File: src/rtl/if_bpu.sv
// if_bpu: IF-stage next-PC predictor.
// Decodes JAL/JALR/BRANCH from the fetched word and predicts direction and
// target in the same cycle. Conditional branches consult a table of 2-bit
// saturating counters trained from EX; returns come from a small circular
// return address stack.
module if_bpu #(
  parameter int XLEN        = 32,
  parameter int BHT_ENTRIES = 64,
  parameter int RAS_DEPTH   = 4
) (
  input  logic                           clk_i,
  input  logic                           rst_i,
  input  logic                           instr_valid_i,
  input  logic [XLEN-1:0]                pc_i,
  input  logic [31:0]                    instr_i,
  input  logic                           stall_i,
  input  logic                           flush_i,
  input  logic                           upd_valid_i,
  input  logic [XLEN-1:0]                upd_pc_i,
  input  logic                           upd_taken_i,
  output logic                           pred_cf_o,
  output logic                           pred_taken_o,
  output logic [XLEN-1:0]                pred_target_o,
  output logic [$clog2(RAS_DEPTH):0]     ras_cnt_o
);

  localparam int IDX = $clog2(BHT_ENTRIES);
  localparam int PW  = $clog2(RAS_DEPTH);
  localparam logic [PW:0] CNT_MAX = (PW+1)'(RAS_DEPTH);

  localparam logic [6:0] OP_JAL    = 7'b1101111;
  localparam logic [6:0] OP_JALR   = 7'b1100111;
  localparam logic [6:0] OP_BRANCH = 7'b1100011;

  // State
  logic [1:0]      bht [BHT_ENTRIES];
  logic [XLEN-1:0] ras [RAS_DEPTH];
  logic [PW-1:0]   ptr;      // next free slot; top entry sits at ptr-1
  logic [PW:0]     cnt;

  // Decode
  logic [6:0]      opcode;
  logic [4:0]      rd, rs1;
  logic            is_jal, is_jalr, is_br;
  logic            rd_link, rs1_link;
  logic            is_call, is_ret;
  logic [XLEN-1:0] imm_j, imm_b;
  logic [XLEN-1:0] pc_plus4;
  logic [PW-1:0]   top_idx;
  logic [IDX-1:0]  lk_idx, up_idx;
  logic [1:0]      lk_ctr;
  logic            fire;
  logic            unused_upd_bits;

  assign opcode   = instr_i[6:0];
  assign rd       = instr_i[11:7];
  assign rs1      = instr_i[19:15];
  assign is_jal   = (opcode == OP_JAL);
  assign is_jalr  = (opcode == OP_JALR);
  assign is_br    = (opcode == OP_BRANCH);
  assign rd_link  = (rd == 5'd1) || (rd == 5'd5);
  assign rs1_link = (rs1 == 5'd1) || (rs1 == 5'd5);

  // A JALR with the same link register as rd and rs1 is a plain call, not a
  // return; distinct link registers on both sides is a coroutine swap.
  assign is_ret  = is_jalr && rs1_link && !(rd_link && (rd == rs1));
  assign is_call = (is_jal || is_jalr) && rd_link;

  assign imm_j = {{(XLEN-21){instr_i[31]}}, instr_i[31], instr_i[19:12],
                  instr_i[20], instr_i[30:21], 1'b0};
  assign imm_b = {{(XLEN-13){instr_i[31]}}, instr_i[31], instr_i[7],
                  instr_i[30:25], instr_i[11:8], 1'b0};

  assign pc_plus4 = pc_i + XLEN'(4);
  assign top_idx  = ptr - PW'(1);
  assign lk_idx   = pc_i[IDX+1:2];
  assign up_idx   = upd_pc_i[IDX+1:2];
  assign lk_ctr   = bht[lk_idx];
  assign fire     = instr_valid_i && !stall_i && !flush_i;
  assign ras_cnt_o = cnt;

  // Only the index bits of the update PC address the table.
  assign unused_upd_bits = ^{upd_pc_i[XLEN-1:IDX+2], upd_pc_i[1:0]};

  // Same-cycle prediction; lookups see pre-update table contents.
  always_comb begin
    pred_cf_o     = 1'b0;
    pred_taken_o  = 1'b0;
    pred_target_o = pc_plus4;
    if (instr_valid_i) begin
      if (is_jal) begin
        pred_cf_o     = 1'b1;
        pred_taken_o  = 1'b1;
        pred_target_o = pc_i + imm_j;
      end else if (is_br) begin
        pred_cf_o = 1'b1;
        if (lk_ctr[1]) begin
          pred_taken_o  = 1'b1;
          pred_target_o = pc_i + imm_b;
        end
      end else if (is_jalr) begin
        pred_cf_o = 1'b1;
        // Non-return JALRs and returns with an empty stack fall through;
        // EX resolves them.
        if (is_ret && (cnt != '0)) begin
          pred_taken_o  = 1'b1;
          pred_target_o = ras[top_idx];
        end
      end
    end
  end

  // Return address stack: circular, oldest entry overwritten when full.
  always_ff @(posedge clk_i or posedge rst_i) begin
    if (rst_i) begin
      ptr <= '0;
      cnt <= '0;
      for (int i = 0; i < RAS_DEPTH; i++) ras[i] <= '0;
    end else if (flush_i) begin
      ptr <= '0;
      cnt <= '0;
    end else if (fire) begin
      if (is_call && is_ret && (cnt != '0)) begin
        ras[top_idx] <= pc_plus4;
      end else if (is_call) begin
        ras[ptr] <= pc_plus4;
        ptr      <= ptr + PW'(1);
        if (cnt != CNT_MAX) cnt <= cnt + (PW+1)'(1);
      end else if (is_ret && (cnt != '0)) begin
        ptr <= top_idx;
        cnt <= cnt - (PW+1)'(1);
      end
    end
  end

  // Branch history table: 2-bit saturating counters trained from EX.
  always_ff @(posedge clk_i or posedge rst_i) begin
    if (rst_i) begin
      for (int i = 0; i < BHT_ENTRIES; i++) bht[i] <= 2'b01;
    end else if (upd_valid_i) begin
      if (upd_taken_i) begin
        if (bht[up_idx] != 2'b11) bht[up_idx] <= bht[up_idx] + 2'b01;
      end else begin
        if (bht[up_idx] != 2'b00) bht[up_idx] <= bht[up_idx] - 2'b01;
      end
    end
  end

endmodule

File: config.mk
export PLATFORM = sky130hd
export DESIGN_NAME = if_bpu
export DESIGN_NICKNAME = d
export VERILOG_FILES = /design/src/rtl/if_bpu.sv
export SDC_FILE = /design/constraint.sdc
export NUM_CORES = 1
export LEC_CHECK = 0
export ABC_AREA = 1
export CORE_ASPECT_RATIO = 1.5
export CORE_MARGIN = 2
export CORE_UTILIZATION = 50
export DETAILED_ROUTE_END_ITERATION = 8
export GPL_TIMING_DRIVEN = 0
export PLACE_DENSITY = 0.75
export SYNTH_ARGS = -nofsm -noshare
export SYNTH_HDL_FRONTEND = slang
export SYNTH_SLANG_ARGS = --single-unit
export TNS_END_PERCENT = 30
File: constraint.sdc
create_clock -name clk_i -period 25.6 [get_ports clk_i]
set_input_delay 6.4 -clock clk_i [delete_from_list [all_inputs] [get_ports clk_i]]
set_output_delay 6.4 -clock clk_i [all_outputs]
set_load 0.005 [all_outputs]
[Word-level counts from Yosys, hierarchy flattened]
Index checks and enable logic that the tools add are counted.
W data, S select, Z words.
Word-level totals
  bits in registers: 261
  bits in latches: 0
  RAM bits: 0
  memory bits (read-only): 0
  logic and storage cells: 183
  memories: 0
Operators by class
  add/sub/neg operators: 9
  multipliers: 0
  div/mod/pow operators: 0
  order comparisons: 7
  equality and inequality tests: 13
  shift-type cells: 0
  multiplexer cells: 51
  bitwise gates (word level): 5
  reduce and logical (&&, ||, !) cells: 28
Operators by type and width (count)
  $mux W128: 5
  $bwmux W128: 4
  $mux W32: 10
  $demux W32 S2: 2
  $add A32 B32 Y32: 2
  $bmux W32 S2: 1
  $add A32 B3 Y32 const B: 1
  $bmux W2 S6: 2
  $eq A7 B7 Y1 const B: 3
  $mux W2: 10
  $mux W3: 6
  $ge A7 B7 Y1 const B: 2
  $not A6 Y7: 2
  $demux W2 S6: 1
  $logic_and A1 B1 Y1: 12
  $eq A5 B1 Y1 const B: 2
  $eq A5 B3 Y1 const B: 2
  $mux W1: 10
  $reduce_and A3 Y1: 3
  $reduce_bool A2 Y1: 4
  $lt A7 B1 Y1 const B: 1
  $ge A3 B3 Y1 const B: 2
  $lt A3 B1 Y1 const B: 2
  $not A2 Y3: 2
  other kinds (14): 22

[Depth between registers and ports, before layout]
Gate-level depths: netlist of run 1.
  word-level depth: 11
  mapped depth: 25
  gate-level depth less buffers: 22

[Worst setup path before layout of run 1]
OpenSTA, ideal clock, no wires.
  path type: input-to-output
  start: input pc_i[2]
  end: output pred_target_o[31]
  arrival time: 8437 ps
  slack: 10763 ps
  stages on the path: 14
  path buffers: 1
  path through: inv_2 buf_2 fa_1 inv_1 nand2_1 o21ai_0 a21oi_1 o21ai_0 nand2_1 nand2_1 nor2_1 o21ai_0 inv_1 a21oi_1
Between the ends
  word-level cells in the longest chain between the ends: 8
  elaborated cells between the ends (all ways): 13
RTL lines
  start, declared: line 14  | input logic [XLEN-1:0] pc_i,
  branches (longest 7 deep; another with $add A32 B3 Y32)
  $mux W32 *: line 90  | if (instr_valid_i) begin
  end, declared: line 23  | output logic [XLEN-1:0] pred_target_o,
Every way passes the cells marked *. The select of a mux whose other input is x is not followed.

[Final worst setup path of run 1]
  start: input pc_i[2]
  end: output pred_target_o[29]
The elaborated chain is that of the path after synthesis.

==> metrics.md, run 1 <==
| Metric | Value |
|---|---|
| Post-synthesis async set-or-reset flop share | 100% |
| Layout net count | between 2k and 3k |
| Rel. slew slack | 12.6% |
| Register clock-pin slew on the reported worst setup and hold paths | about 60 ps |
| Main synth FF type | dfrtp_1 |
| IO buf count | between 100 and 150 |
| Worst hold path type | reg2reg |
| Synthesized area | 18000 um2 |
| Root Buffer | clkbuf_16 |
| R2r setup slk | around 21000 ps |
| Cell taking the most area after synthesis | dfrtp_1 |
| Register Area | 6610 um2 |
| Clk Latency, worst-skew pair | about 580 ps |
| EDFF count, synth | 0 |
| Number of antenna violations at the first check in global routing | 2 |
| Num ports | 140 |
| First-pass GRT wire length | 111000 um |
| Drt wl/cell | ~23 um |
| Routability cong. | 1.06 |
| CP Max Fanout | 11 |
| Fraction of power consumed by sequential logic | 40.5% |
| Post-DP HPWL | around 58000 um |
| Initial Utilization | around 50% |
| Final Hold Viols | 0 |
| Hold Crit Depth | 2 |
| Mapped Nets | around 2.8k |
| Worst Path Required | between 15000 and 20000 ps |
| Iter 0 DRT Violations | roughly 2.1k |
| # H-tree levels | 1 |
| Peak VDD IR | between 60 and 70 uV |
| Combinational Power Share | 26.5% |
| Final wirelength | 74700 um |
| First-pass iteration count of the detailed router | 8 |
| Final period util | 69.1% |
| R2R cell count | 13 |
| Yosys top cell area share | a little over a quarter |
| Antenna viol nets, final | 0 |
| Vias in the first global route | 18.5k |
| Tmin final | about 18000 ps |
| Largest net degree at the start of global routing | 135 |
| Total gr overflow | 0 |
| Yosys reg bits | around 260 |
| Clock skew | between 10 and 15 ps |
| Via count | 19.6k |
| Switch Pwr | around 0.00044 W |
| Final slew viol count | 0 |
| Final TNS setup | 0 ps |
| Top post-synthesis cells by count | nand2_1, nor2_1, o21ai_0, inv_1, dfrtp_1 |
| Synth Area per Inst | 6.73 um2 |
| Yosys warns | 0 |
| Least-Margin Pin Slew | ~1300 ps |
| Die W | around 160 um |
| Most numerous cell in the Yosys netlist | nand2_1 |
| Seq/Total Area, Yosys | roughly 37% |
| Share of layout cells above drive strength 1 | between 6 and 7% |
| Area added between synthesis and finish | 14.8% |
| Die Area | between 30000 and 40000 um2 |
| Final setup viols | 0 |
| Outcome | complete, no violations |
| Synth cell types | 57 |
| Pwr Density | between 60 and 70 nW/um2 |
| Max Cap Viol | 0 |
| Die Span Y | approximately 240 um |
| Vias per cell | between 5 and 6 |
| Fmax | ~57 MHz |
| Util after Layout | slightly below 60% |
| Cts bufs inserted | 26 |
| GRT Util Overall | 39.1% |
| Kind of critical path | in2out |
| Largest cells by area after synthesis | dfrtp_1, nand2_1, dfstp_2 |
| Post-Synthesis Cells | between 2k and 3k |
| N_diodes | 0 |
| Max clock buf depth | 3 |
| Post-cts sizing count | 0 |
| FF-to-FF End | bht[73] |
| Total core area | between 30000 and 40000 um2 |
| Num rows | 85 |
| Crit path launch type | input pin |
| CTS Hold Bufs | 0 |
| Crit end category | output port |
| RSZ-0062 raised after global routing | false |
| Layout fillers | approximately 3.5k |
| Clk sinks | 261 |
| Leakage | 9.59 nW |
| Sw frac | 35.1% |
| Remaining DRCs | 0 |
| Crit. Startpoint | pc_i[2] |
| Cell-internal power | between 0.0008 and 0.0009 W |
| Crit path arrival time | ~11000 ps |
| Setup repair bufs after CTS | 0 |
| Multi-input gate area | 9990 um2 |
| CTS tree | yes |
| Clock share of power | 33.0% |
layer usage:
layer	GRT usage [%]	vias up	part of all wire (%)	routed length, um
li1	-	9054	-	-
met1	43.7	9114	35	26300
met2	64.4	1084	46	34600
met3	5.64	361	7.4	5530
met4	35.7	0	11	8320
met5	0	-	0	0
how the worst max path moves through the flow:
stage,endpoint,slack (ps),depth (start not counted)
after floorplan,pred_target_o[31],10760,14
after global routing,pred_target_o[29],7900,16
after detailed placement,pred_target_o[29],8150,16
final,pred_target_o[29],7910,16
after CTS,pred_target_o[29],8130,16
after global placement,pred_target_o[29],8160,16
final cells by class:
| class | count | share of cell area, % |
|---|---|---|
| repair buffers | 112 | 5.52 |
| inverters | 241 | 4.43 |
| well taps | 478 | 2.90 |
| multi-input cells | 2068 | 48.5 |
| plain buffers | 100 | 2.20 |
| clock inverters | 12 | 0.923 |
| clock buffers | 36 | 3.48 |
| flip-flops and latches | 261 | 32.1 |
worst max-delay path, stage by stage:
cell and delay [ps]:
clkdlybuf4s50_1 700, inv_2 160, buf_2 270, fa_1 520
inv_1 140, nand2_1 80, o21ai_0 520, a21oi_1 160
o21ai_0 600, nand3_1 180, nand3_1 130, nand2_1 50
nor2_1 360, nor2_1 90, a21oi_1 330, clkdlybuf4s50_1 570
layout by cell type, fill, tap and decap left out, drive strengths merged, types with 17 or more instances in the layout:
cell,synthesis,routed
nand2,817,817
nor2,372,372
o21ai,273,273
inv,238,238
dfrtp,197,197
nand3,141,141
a21oi,119,119
clkdlybuf4s50,0,111
clkbuf,67,103
dfstp,64,64
o22ai,51,51
ha,51,51
a31oi,40,40
nor3,34,34
buf,33,34
xor2,31,31
nand4,24,24
xnor2,17,17
power groups by stage:
stage,registers (W),clock network [W],logic (W)
2_1_floorplan,0.000493,0,0.000202
3_3_place_gp,0.000509,0,0.000317
3_5_place_dp,0.000510,0,0.000322
4_1_cts,0.000503,0.000412,0.000324
5_1_grt,0.000507,0.000427,0.000360
6_report,0.000505,0.000412,0.000331
stage by stage:
step	hold slack (ps)	power, W	setup slack, ps	area (um2)	std cells
CTS	467	0.00124	8130	20600	3308
global placement	452	0.000826	8160	19700	3259
finish	467	0.00125	7910	20600	3308
detailed placement	455	0.000832	8150	19700	3260
floorplan	443	0.000695	10760	18000	2670
global route	477	0.00129	7900	20600	3308
kinds of logic after synthesis:
group           Yosys count  share of synthesized area (%)
compound gates          544                           16.9
xor+xnor                 48                           2.34
fa+ha+maj                54                           3.89
buf+inv                 341                           7.57
flops                   261                           36.8
simple gates           1422                           32.5
Power figures use the tool's default switching activity.
==> run 2, diff against run 1 <==
--- a/config.mk
+++ b/config.mk
@@ -11,7 +11,7 @@
 export CORE_UTILIZATION = 50
 export DETAILED_ROUTE_END_ITERATION = 8
 export GPL_TIMING_DRIVEN = 0
-export PLACE_DENSITY = 0.75
+export PLACE_DENSITY = 0.78
 export SYNTH_ARGS = -nofsm -noshare
 export SYNTH_HDL_FRONTEND = slang
 export SYNTH_SLANG_ARGS = --single-unit
==> constraint.sdc (replaced) <==
create_clock -name clk_i -period 15.43 [get_ports clk_i]
set_input_delay 3.8575 -clock clk_i [delete_from_list [all_inputs] [get_ports clk_i]]
set_output_delay 3.8575 -clock clk_i [all_outputs]
set_load 0.005 [all_outputs]
==> run 2 against run 1 <==
The flow now finishes with violations (max-capacitance violations, max-slew violations). Die area unchanged. Count of clock-buffer cells in the layout increased by 1. Sequential power increased by 66%. Core utilization about the same. Largest power group unchanged. Highest routed layer unchanged.
==> metrics.md, run 2 (synthesis gave the netlist of run 1 again) <==
| Metric | Value |
|---|---|
| Area added between synthesis and finish | 14.8% (about the same) |
| Vias per cell | 6.03 (+1.8%) |
| Num rows | 85 (unchanged) |
| Failing checks | max-capacitance violations, max-slew violations |
| Drt wl/cell | 23.2 um (+2.7%) |
| Register clock-pin slew on the reported worst setup and hold paths | 60 ps (about the same) |
| Max Cap Viol | 1 (+1) |
| Die Span Y | 236 um (unchanged) |
| Final slew viol count | 1 (+1) |
| Total gr overflow | 0 (unchanged) |
| Overall Power | 0.00205 W (+64%) |
| Total core area | 35600 um2 (unchanged) |
| R2r setup slk | 10830 ps (-10320 ps) |
| Die W | 159 um (unchanged) |
| Least-Margin Pin Slew | 1500 ps (+197 ps) |
| Max clock buf depth | 3 (unchanged) |
| Post-DP HPWL | 59600 um (+2.9%) |
| Final period util | about four fifths |
| Final Worst Setup Slack | 3310 ps (-4600 ps) |
| Via count | 20.0k (+1.8%) |
| Place WS | 3450 ps (-4700 ps) |
| Peak VDD IR | 135 uV (+99%) |
| Antenna viol nets, final | 0 (unchanged) |
| Commonest non-fill, non-tap cell in the layout | nand2_1 |
| Worst Path Required | 11570 ps (-7630 ps) |
| Setup repair bufs after CTS | 0 (unchanged) |
| IO buf count | 111 (unchanged) |
| Util after Layout | 57.9% (about the same) |
| Leakage | 9.60 nW (+0.17%) |
| Final TNS setup | 0 ps (unchanged) |
| Number of antenna violations at the first check in global routing | 0 (-2) |
| Die Area | 37500 um2 (unchanged) |
| Final setup viols | 0 (unchanged) |
| CTS Hold Bufs | 0 (unchanged) |
| CTS tree | yes |
| Pwr Density | 99.6 nW/um2 (+64%) |
| Clk sinks | 261 (unchanged) |
| Clock skew | 27.7 ps (+14.0 ps) |
| Kind of critical path | in2out |
| Final Hold Viols | 0 (unchanged) |
| Fmax | between 80 and 90 MHz |
| Crit path arrival time | 8260 ps (-3030 ps) |
| Vias in the first global route | 18.9k (+2.0%) |
| First-pass iteration count of the detailed router | 8 (unchanged) |
| CP Max Fanout | 11 (unchanged) |
| Post-cts sizing count | 0 (unchanged) |
| First-pass GRT wire length | 114000 um (+2.5%) |
| RSZ-0062 raised after global routing | false |
| Iter 0 DRT Violations | 2336 (+11%) |
| Routability cong. | 1.04 (-1.7%) |
| Cts bufs inserted | 26 (unchanged) |
| Crit end category | output port |
| Rel. slew slack | -0.679% (-13 points) |
| Num ports | 140 (unchanged) |
| Most frequent cells in the layout | nand2_1, nor2_1, o21ai_0 |
| Largest net degree at the start of global routing | 99 (-27%) |
| Root Buffer | clkbuf_16 |
| Outcome | finished, violations left |
| Tmin final | 12120 ps |
| GRT Util Overall | 40.2% (+1.1 points) |
| Worst hold path type | reg2reg |
| Remaining DRCs | 0 (unchanged) |
| Final wirelength | 76800 um (+2.7%) |
| Clk Latency, worst-skew pair | 580 ps (about the same) |
| N_diodes | 0 (unchanged) |
| # H-tree levels | 1 (unchanged) |
| Layout net count | 2968 (+0.034%) |
| Share of layout cells above drive strength 1 | 6.78% (+0.14 points) |
| Initial Utilization | 50.4% (unchanged) |
| Crit path launch type | input pin |
-- run 2: worst paths after layout --
kind	cells after the start	startpoint	endpoint
setup / recovery	16	pc_i[2]	pred_target_o[29]
hold / removal	2	register	register
setup reg to reg	13	register	bht[3]
hold reg to reg	2	register	register
max in group asynchronous	4	rst_i	asynchronous set/reset pin
min in group asynchronous	2	rst_i	bht[23]
-- run 2: power breakdown --
group          internal, W  leakage (nW)  switching, W
logic             0.000178          5.80      0.000382
clock network     0.000369         0.441      0.000285
registers         0.000773          3.36     0.0000667
total              0.00132          9.60      0.000733
-- run 2: metal layers --
metal	share of wire, %	GRT usage (%)	vias up
met4	9.6	31.6	0
met1	34	44.0	9345
li1	-	-	9052
met5	0	0	-
met2	49	70.2	1244
met3	8.1	5.12	317
-- run 2: critical path, stage by stage --
cell,delay [ps]
clkdlybuf4s50_1,670
inv_2,160
buf_2,270
fa_1,520
inv_1,120
nand2_1,70
o21ai_0,470
a21oi_1,160
o21ai_0,470
nand3_1,180
nand3_1,120
nand2_1,50
nor2_1,220
nor2_1,90
a21oi_1,270
clkdlybuf4s50_1,560
-- run 2: stage by stage --
stage                     hold slack (ps)  std cells  area (um2)
after floorplan                       443       2670       18000
after global placement                454       3259       19700
after detailed placement              456       3261       19700
after CTS                             467       3308       20600
after global routing                  483       3308       20600
final                                 468       3308       20600
-- run 2: final cells by class --
class	count	area, um2
buffer	100	454
clock buffer	37	772
clock inverter	10	114
fill	3455	15000
inverter	241	912
multi-input combinational	2068	9990
sequential	261	6610
tap	478	598
timing repair buffer	113	1170
==> patch, RTL diff (settings of run 1) <==
`RAS_DEPTH`: 4 -> 2.
--- a/src/rtl/if_bpu.sv
+++ b/src/rtl/if_bpu.sv
@@ -6,7 +6,7 @@
 module if_bpu #(
   parameter int XLEN        = 32,
   parameter int BHT_ENTRIES = 64,
-  parameter int RAS_DEPTH   = 4
+  parameter int RAS_DEPTH   = 2
 ) (
   input  logic                           clk_i,
   input  logic                           rst_i,
Interface: changed (resized ras_cnt_o); port bits go from 140 to 139. No check against the original RTL was run, so the function may have changed too.
==> patch against run 1 <==
Routed wire length shrank 3.6%; core utilization rose by 0.17 points; die area shrank 12%; sequential cell count is 66 lower; power decreased by 23%; setup slack improved by 0.36 ns; design area decreased by 13%; area after synthesis shrank 12%; largest power group unchanged.
==> patch: results (changes against run 1) <==
Drt
  • TritonRoute pass-1 iters: 6 (-2)
  • Top Layer Used: met5
  • WL/cell: 23.3 um (+3.1%)
  • Routed length on met2: 33500 um (-3.0%)
  • Wirelength, routed: 72100 um (-3.6%)
  • Via/cell ratio: 5.93 (about the same)
  • Met3 Routed Length: 5370 um (-2.9%)
  • Initial DRC Count: 1888 (-11%)
  • Met1 WL: 24500 um (-6.9%)

GRT
  • Met3 usage: 6.47% (+0.83 points)
  • M1 GR Usage: 46.9% (+3.2 points)
  • First-pass GRT wire length: 106000 um (-4.9%)
  • Largest net degree at the start of global routing: 136 (+0.74%)
  • Total track usage: 43.5% (+4.4 points)
  • Met2 Track Usage GR: 71.8% (+7.4 points)
  • Vias in the first global route: 17586 (-5.1%)

Clock tree
  • Root Driver: clkbuf_16
  • Worst skew pair latency: 0.48 ns (-0.10 ns)
  • CTS buffer count: 17 (-35%)
  • Clock-pin slew on the worst setup and hold paths: 0.08 ns (+0.02 ns)
  • H-Tree Depth: 4 (+3)
  • Clk buf depth: 2 (-1)

Timing
  • Worst slew pin tran: 1.40 ns (+0.100 ns)
  • Period utilization: 67.7% (-1.4 points)
  • Layout Skew: 0.0179 ns (+0.00423 ns)
  • WHS: 0.470 ns (+0.00296 ns)

Yosys
  • Asr flop ratio synth: 100% (unchanged)
  • Most area-consuming cells after synthesis: nand2_1 (23%), dfrtp_1 (21%), dfstp_2 (11%), inv_1 (7.1%), o21ai_0 (6.4%)
  • Synth top cells by count: nand2_1 (982), inv_1 (298), nor2_1 (223)
  • Post-Syn Nets: 2696 (-4.6%)
  • Seq/Total Area, Yosys: 31.5% (-5.3 points)
  • Post-Synthesis Cells: 2545 (-4.7%)
  • Cell variety after synth: 52 (-8.8%)

Placed design
  • Place WS: 8.45 ns (+0.308 ns)
  • Cell Area, Placed: 0.0174 mm2 (-12%)
  • Placed cell count: 3062 (-6.1%)
  • Final RePlAce weighted congestion: 1.04 (-1.5%)
  • Post-DP HPWL: 56100 um (-3.1%)

Setup path
  • R2r setup slk: 21.09 ns (-0.06 ns)
  • Delay-heaviest family, CP: compound AO/OA/AOI/OAI gates
  • Critical path startpoint: pc_i[2]
  • Slowest Stage Delay on Critical Path: 0.66 ns (-0.04 ns)
  • Critical path endpoint: pred_target_o[15]
  • Reg2reg path depth: 18 (+5)
  • RR Endpoint: bht[5]
  • Arrival time worst endpoint: 10.93 ns (-0.36 ns)

Outcome
  • Status: finished, final reports clean

Finish
  • Share of cells above drive strength 1: 5.99% (-0.66 points)
  • Nets: 2827 (-4.7%)
  • Register Area: 0.00496 mm2 (-25%)
  • Filler Cells Inserted: 3078 (-12%)

Power and ir drop
  • P_leak: 8.61 nW (-10%)
  • Net switching power: 0.380 mW (-13%)
  • Sw Share: 39.6% (+4.5 points)
  • Peak supply drop: 0.0619 mV (-9.1%)
  • Gate power share: 30.2% (+3.7 points)
==> patch: cell count changes after synthesis, sizes merged, moves of 10 or more <==
cell    before  now
or2         16    6
nor2       372  224
inv        238  306
o21ai      273  201
nand3      141  183
a21oi      119   95
nand2      817  984
o22ai       51   23
clkbuf      67   46
dfrtp      197  131
a31oi       40   13
o211ai      10   23
==> patch: kinds of logic (layout without fill, tap and decap cells) <==
kind of cell / after synthesis / count (layout) / share of synthesized area (%)
compound gates: 398 / 398 / 14.2
buf+inv: 392 / 536 / 10.1
xor+xnor: 42 / 42 / 2.34
flops: 195 / 195 / 31.5
fa+ha+maj: 48 / 48 / 3.91
simple gates: 1468 / 1468 / 37.8
mux: 2 / 2 / 0.135
==> patch: layout make-up <==
type	instances	share of cell area [%]
well taps	405	2.81
repair buffers	112	6.32
clock buffers	17	2.36
inverters	309	6.50
multi-input cells	1958	51.1
flip-flops and latches	195	27.5
plain buffers	83	2.38
clock inverters	15	0.987
